File: config.mk
export PLATFORM = sky130hd
export DESIGN_NAME = barcode_decoder
export DESIGN_NICKNAME = d
export VERILOG_FILES = /design/src/rtl/follower_pkg.sv /design/src/rtl/bc_sync.sv /design/src/rtl/barcode_decoder.sv
export SDC_FILE = /design/constraint.sdc
export NUM_CORES = 1
export LEC_CHECK = 0
export ABC_AREA = 1
export BUFFER_PORTS_ARGS = -buffer_cell sky130_fd_sc_hd__buf_2
export CAP_MARGIN = 20
export CELL_PAD_IN_SITES_DETAIL_PLACEMENT = 2
export CELL_PAD_IN_SITES_GLOBAL_PLACEMENT = 2
export CORE_MARGIN = 3
export CORE_UTILIZATION = 34
export CTS_BUF_LIST = sky130_fd_sc_hd__clkbuf_16
export CTS_CLUSTER_DIAMETER = 40
export CTS_CLUSTER_SIZE = 10
export DETAILED_ROUTE_END_ITERATION = 8
export PLACE_DENSITY = 0.88
export SYNTH_ARGS = -nofsm -noshare
export SYNTH_HDL_FRONTEND = slang
export SYNTH_SLANG_ARGS = --single-unit
File: constraint.sdc
create_clock -name clk -period 2.6 [get_ports clk]
set_clock_uncertainty 0.2 [all_clocks]
set_input_delay 0.26 -clock clk [delete_from_list [all_inputs] [get_ports clk]]
set_output_delay 0.26 -clock clk [all_outputs]
set_load 0.005 [all_outputs]
File: src/rtl/follower_pkg.sv
// Shared definitions for the Follower barcode path: decoder states, frame
// length and the station-ID header rule.
package follower_pkg;

    // Decoder states, in frame order.
    typedef enum logic [2:0] {
        IDLE,
        START,
        WAIT_FALL,
        DLY,
        CHECK
    } bc_state_t;

    // Data bits per frame, sent MSB first.
    localparam int unsigned BC_BITS = 8;

    // Header bits that must read zero for the station ID to be accepted.
    localparam logic [7:0] ID_HDR_MASK = 8'hC0;

    // True when the captured byte carries a legal station-ID header.
    function automatic logic id_ok(input logic [7:0] id);
        return (id & ID_HDR_MASK) == 8'h00;
    endfunction

endpackage

File: src/rtl/bc_sync.sv
// Synchronizer for an asynchronous, idle-high serial line.
// Two metastability flops followed by a history flop; fall/rise are single
// cycle pulses derived from the history and synchronized values. Also used
// by the command RX path.
module bc_sync (
    input  logic clk,
    input  logic rst,
    input  logic din,
    output logic sync,
    output logic fall,
    output logic rise
);

    logic meta;
    logic hist;

    // Synchronizer chain and history; resets to the idle-high line level.
    always_ff @(posedge clk) begin
        if (rst) begin
            meta <= 1'b1;
            sync <= 1'b1;
            hist <= 1'b1;
        end else begin
            meta <= din;
            sync <= meta;
            hist <= sync;
        end
    end

    assign fall = hist & ~sync;
    assign rise = ~hist & sync;

endmodule

File: src/rtl/barcode_decoder.sv
// Serial station-ID barcode decoder.
// The start bit low time calibrates the bit period; each data bit is sampled
// period+1 cycles after its falling edge, MSB first. A frame whose header bits
// are clear updates ID and sets the sticky ID_vld; any other frame, or a start
// bit that saturates the timer, pulses frame_err for one cycle.
// Optional build macro: BARCODE_TIMEOUT_EN adds an inter-edge gap timeout of
// TO_MULT x period while waiting for or sampling data bits.
module barcode_decoder
    import follower_pkg::*;
#(
    parameter int unsigned PER_W   = 22,
    parameter int unsigned TO_MULT = 4
) (
    input  logic       clk,
    input  logic       rst,
    input  logic       BC,
    input  logic       clr_ID_vld,
    output logic [7:0] ID,
    output logic       ID_vld,
    output logic       frame_err
);

    if (TO_MULT == 0) begin : g_to_mult_range
        $error("TO_MULT must be at least 1");
    end

    bc_state_t        state;
    bc_state_t        state_next;

    logic [PER_W-1:0] timer;
    logic [PER_W-1:0] period;
    logic [7:0]       shift;
    logic [3:0]       bit_cnt;

    logic             sync;
    logic             fall;
    logic             rise;

    logic             timer_sat;
    logic             timer_one;
    logic             timer_clr;
    logic             timer_inc;
    logic             period_cap;
    logic             sample;
    logic             accept;
    logic             reject;
    logic             gap_over;

    bc_sync u_sync (
        .clk  (clk),
        .rst  (rst),
        .din  (BC),
        .sync (sync),
        .fall (fall),
        .rise (rise)
    );

    assign timer_sat = (timer == '1);

`ifdef BARCODE_TIMEOUT_EN
    localparam int unsigned GAP_W = PER_W + $clog2(TO_MULT + 1);

    logic [GAP_W-1:0] gap;
    logic [GAP_W-1:0] gap_lim;

    assign gap_lim  = GAP_W'(period) * GAP_W'(TO_MULT);
    assign gap_over = (gap > gap_lim);

    // Free-running cycles since the last falling edge, saturating.
    always_ff @(posedge clk) begin
        if (rst) begin
            gap <= '0;
        end else if (fall) begin
            gap <= '0;
        end else if (gap != '1) begin
            gap <= gap + GAP_W'(1);
        end
    end
`else
    assign gap_over = 1'b0;
`endif

    // State register.
    always_ff @(posedge clk) begin
        if (rst) begin
            state <= IDLE;
        end else begin
            state <= state_next;
        end
    end

    // Next-state decode and datapath strobes.
    always_comb begin
        state_next = state;
        timer_one  = 1'b0;
        timer_clr  = 1'b0;
        timer_inc  = 1'b0;
        period_cap = 1'b0;
        sample     = 1'b0;
        accept     = 1'b0;
        reject     = 1'b0;
        case (state)
            IDLE: begin
                if (fall) begin
                    // The fall cycle is already the first low cycle of the
                    // start bit, so the shortest start bit measures 1.
                    timer_one  = 1'b1;
                    state_next = START;
                end
            end
            START: begin
                if (rise) begin
                    period_cap = 1'b1;
                    state_next = WAIT_FALL;
                end else if (timer_sat) begin
                    reject     = 1'b1;
                    state_next = IDLE;
                end else begin
                    timer_inc = 1'b1;
                end
            end
            WAIT_FALL: begin
                if (gap_over) begin
                    reject     = 1'b1;
                    state_next = IDLE;
                end else if (fall) begin
                    timer_clr  = 1'b1;
                    state_next = DLY;
                end
            end
            DLY: begin
                if (gap_over) begin
                    reject     = 1'b1;
                    state_next = IDLE;
                end else begin
                    timer_inc = ~timer_sat;
                    if (timer == period) begin
                        sample     = 1'b1;
                        state_next = (bit_cnt == 4'(BC_BITS - 1)) ? CHECK : WAIT_FALL;
                    end
                end
            end
            CHECK: begin
                if (id_ok(shift)) begin
                    accept = 1'b1;
                end else begin
                    reject = 1'b1;
                end
                state_next = IDLE;
            end
            default: begin
                state_next = IDLE;
            end
        endcase
    end

    // Bit timer, measured period, shift register and bit counter.
    always_ff @(posedge clk) begin
        if (rst) begin
            timer   <= '0;
            period  <= '0;
            shift   <= '0;
            bit_cnt <= '0;
        end else begin
            if (timer_one) begin
                timer <= PER_W'(1);
            end else if (timer_clr) begin
                timer <= '0;
            end else if (timer_inc) begin
                timer <= timer + PER_W'(1);
            end

            if (period_cap) begin
                period  <= timer;
                bit_cnt <= '0;
            end else if (sample) begin
                bit_cnt <= bit_cnt + 4'd1;
            end

            if (sample) begin
                shift <= {shift[6:0], sync};
            end
        end
    end

    // Result registers: ID holds until the next good frame; a set of ID_vld
    // takes priority over a simultaneous clear.
    always_ff @(posedge clk) begin
        if (rst) begin
            ID        <= '0;
            ID_vld    <= 1'b0;
            frame_err <= 1'b0;
        end else begin
            frame_err <= reject;
            if (accept) begin
                ID     <= shift;
                ID_vld <= 1'b1;
            end else if (clr_ID_vld) begin
                ID_vld <= 1'b0;
            end
        end
    end

endmodule

==> metrics.csv <==
metric,value,unit
crit path capture type,flip-flop,
CTS tree,done,
HP Class,in2reg,
first-pass GRT wire length,21500,um
Reg2Reg Capture Point,timer[3]$_SDFFE_PP0P_,
share of cells above drive strength 1,0.101,
syn nets,561,
drt total wl,13000,um
I/O pins,14,
die area,12100,um^2
Port Buffers,13,
setup repair bufs after CTS,0,
final cycle utilization of the critical path,0.927,
post-layout minimum cycle time,2410,ps
most frequent cells in the layout,"nand2_1, nor2_1, dfxtp_1, inv_1, a21oi_1",
Setup crit start kind,flip-flop,
Mapped Avg Cell Area,6.66,um^2
R2R cell count,7,
"commonest non-fill, non-tap cell in the layout",nand2_1,
RR Startpoint,state[1]$_SDFFE_PP0P_,
row count,37,
worst-path fanout max,25,
Gate Count Post-Synth,555,
Worst Hold Depth,2,
RSZ-0062 raised after global routing,no,
# fillers,1285,
Residual DRC,0,
library cells used by synthesis,30,
All-Layer GR Usage,0.234,
ys flop type,dfxtp_1,
Final Hold Vio Count,0,
wire per inst,18.4,um
Sink Count,72,
Pre-Repair DR Iteration Count,4,
setup TNS,0,ps
worst skew pair latency,350,ps
hold_sp,rst,
CP required,2650,ps
Syn Std Cell Area,3690,um^2
GR Overflow Total,0,
Setup-failing EPs final,0,
slew at the pin with the worst max-slew slack,734,ps
maximum clock frequency,415,MHz
"Net count, final",573,
Num CTS Buffers,9,
clock-pin slew on the worst setup and hold paths,60,ps
CTS Buffer Depth,2,
Max Cap Viol,0,
number of flops mapped to enable cells by yosys,0,
Max IR drop VDD,0.000322,V
placed cell areas,3890,um^2
"final std cell area, no fill",4220,um^2
gp weighted congestion,0.864,
FF-to-FF setup slack,190,ps
area grow syn2layout,14.2,%
DR iter-0 viols,151,
worst relative slew slack,0.506,
Pleak,0.00182,uW
status,finished clean,
PwrDens,603,nW/um^2
Setup Crit Path Kind,reg2reg,
Die W,110,um
H-tree levels,3,
dpl hpwl,9060,um
"Seq/Total Area, Yosys",0.390,
vias in the first global route,4173,
antenna cells,0,
worst hold endpoint,ID_vld$_SDFFE_PP0P_,
pin count of the biggest net entering global routing,42,
Post-DRT Antenna Nets,0,
Worst Path Arrival,2460,ps
YS warnings,0,
"FF+latch count, synth",72,
max-slew violation count,0,
vias,3754,
Core ar.,10500,um^2
"FFs w/ async S/R, synth",0,
Die Y,110,um
Starting Density,0.353,
root buf cell,clkbuf_16,
initial antenna violation count,0,
Vias/cell,5.30,
-- timing repair --
item / CTS / global route
gates resized for setup: 0 / 3
endpoints found under the hold margin: 2 / 0
hold buffers: 2 / 0
endpoints found under the setup margin: 0 / 15
-- registers in the layout (all words and copies together), names as in the netlist, 3 cells and up --
signal / flops
period: 22
ID: 8
shift: 8
timer: 22
bit_cnt: 4
state: 3
-- logic make-up (layout without fill, tap and decap cells) --
kind of cell	Yosys count	count (layout)	synth area share
xor+xnor	26	26	0.0617
buf+inv	95	112	0.104
flops	72	72	0.390
compound gates	80	80	0.110
fa+ha+maj	2	2	0.00677
simple gates	280	280	0.328
-- cell usage after synthesis, types with 2 or more instances --
cell type    n  area share
a21oi_1     43       0.058
buf_2        8       0.011
buf_4        2      0.0041
clkbuf_1    11       0.011
dfxtp_1     72        0.39
ha_1         2      0.0068
inv_1       66       0.067
inv_2        4      0.0041
nand2_1    132        0.13
nand2_2      3      0.0051
nand3_1     24       0.033
nand3b_1     4      0.0081
nand4_1     17       0.029
nor2_1      82       0.083
nor2_2       2      0.0034
nor2_4       3      0.0091
nor3_1       7      0.0095
nor3_2       2      0.0054
o21ai_0     35       0.047
or2_2        2      0.0034
xnor2_1      5       0.012
xor2_1      21       0.050
-- worst max path at each step --
stage,from,to,slack [ps],cells after the start
after detailed placement,timer[1]$_SDFFE_PP0P_,timer[15]$_SDFFE_PP0P_,220,11
final,state[1]$_SDFFE_PP0P_,timer[3]$_SDFFE_PP0P_,190,7
after CTS,state[1]$_SDFFE_PP0P_,timer[3]$_SDFFE_PP0P_,130,7
after global routing,state[1]$_SDFFE_PP0P_,timer[3]$_SDFFE_PP0P_,40,7
after floorplan,timer[1]$_SDFFE_PP0P_,timer[14]$_SDFFE_PP0P_,740,11
after global placement,timer[1]$_SDFFE_PP0P_,timer[15]$_SDFFE_PP0P_,330,11
-- layout make-up --
cell class / instances / area [um^2] / share of cell area
Inverter: 71 / 269 / 0.0638
Clock inverter: 7 / 72.6 / 0.0172
Multi-Input combinational cell: 388 / 1880 / 0.446
Timing Repair Buffer: 25 / 160 / 0.0380
Sequential cell: 72 / 1440 / 0.342
Clock buffer: 9 / 225 / 0.0534
Tap cell: 136 / 170 / 0.0403
-- critical path, stage by stage (launching register included) --
cell and delay [ps]:
dfxtp_1 350, inv_1 150, nand3_1 180, o21ai_0 630
nand2_8 230, inv_4 260, nand3_1 110, a21oi_1 180
-- stage by stage --
stage / hold slack [ps] / setup slack (ps) / power (uW) / instances / utilization
final: 48.8 / 190 / 2550 / 708 / 0.403
after global routing: 54.8 / 42.0 / 2640 / 708 / 0.403
after CTS: 38.0 / 128 / 2570 / 708 / 0.402
after detailed placement: 197 / 216 / 1300 / 690 / 0.372
after global placement: 195 / 333 / 1290 / 690 / 0.372
after floorplan: 164 / 745 / 1260 / 555 / -
-- layer usage --
layer  share of wire  vias to the layer above  track usage  wire length [um]
met5               0                        -            0                 0
met4           0.026                        0       0.0985               341
met3           0.032                       26       0.0448               411
met2            0.51                       62        0.413              6620
met1            0.44                     1896        0.276              5680
li1                -                     1770            -                 -
-- report_power, final --
part           internal (uW)  leakage, uW  switching, uW  total, uW
registers               1110     0.000581           9.77       1120
clock network            742     0.000141            518       1260
logic                   42.2      0.00109            119        162
Note: power is estimated with default switching activity, not from simulation.
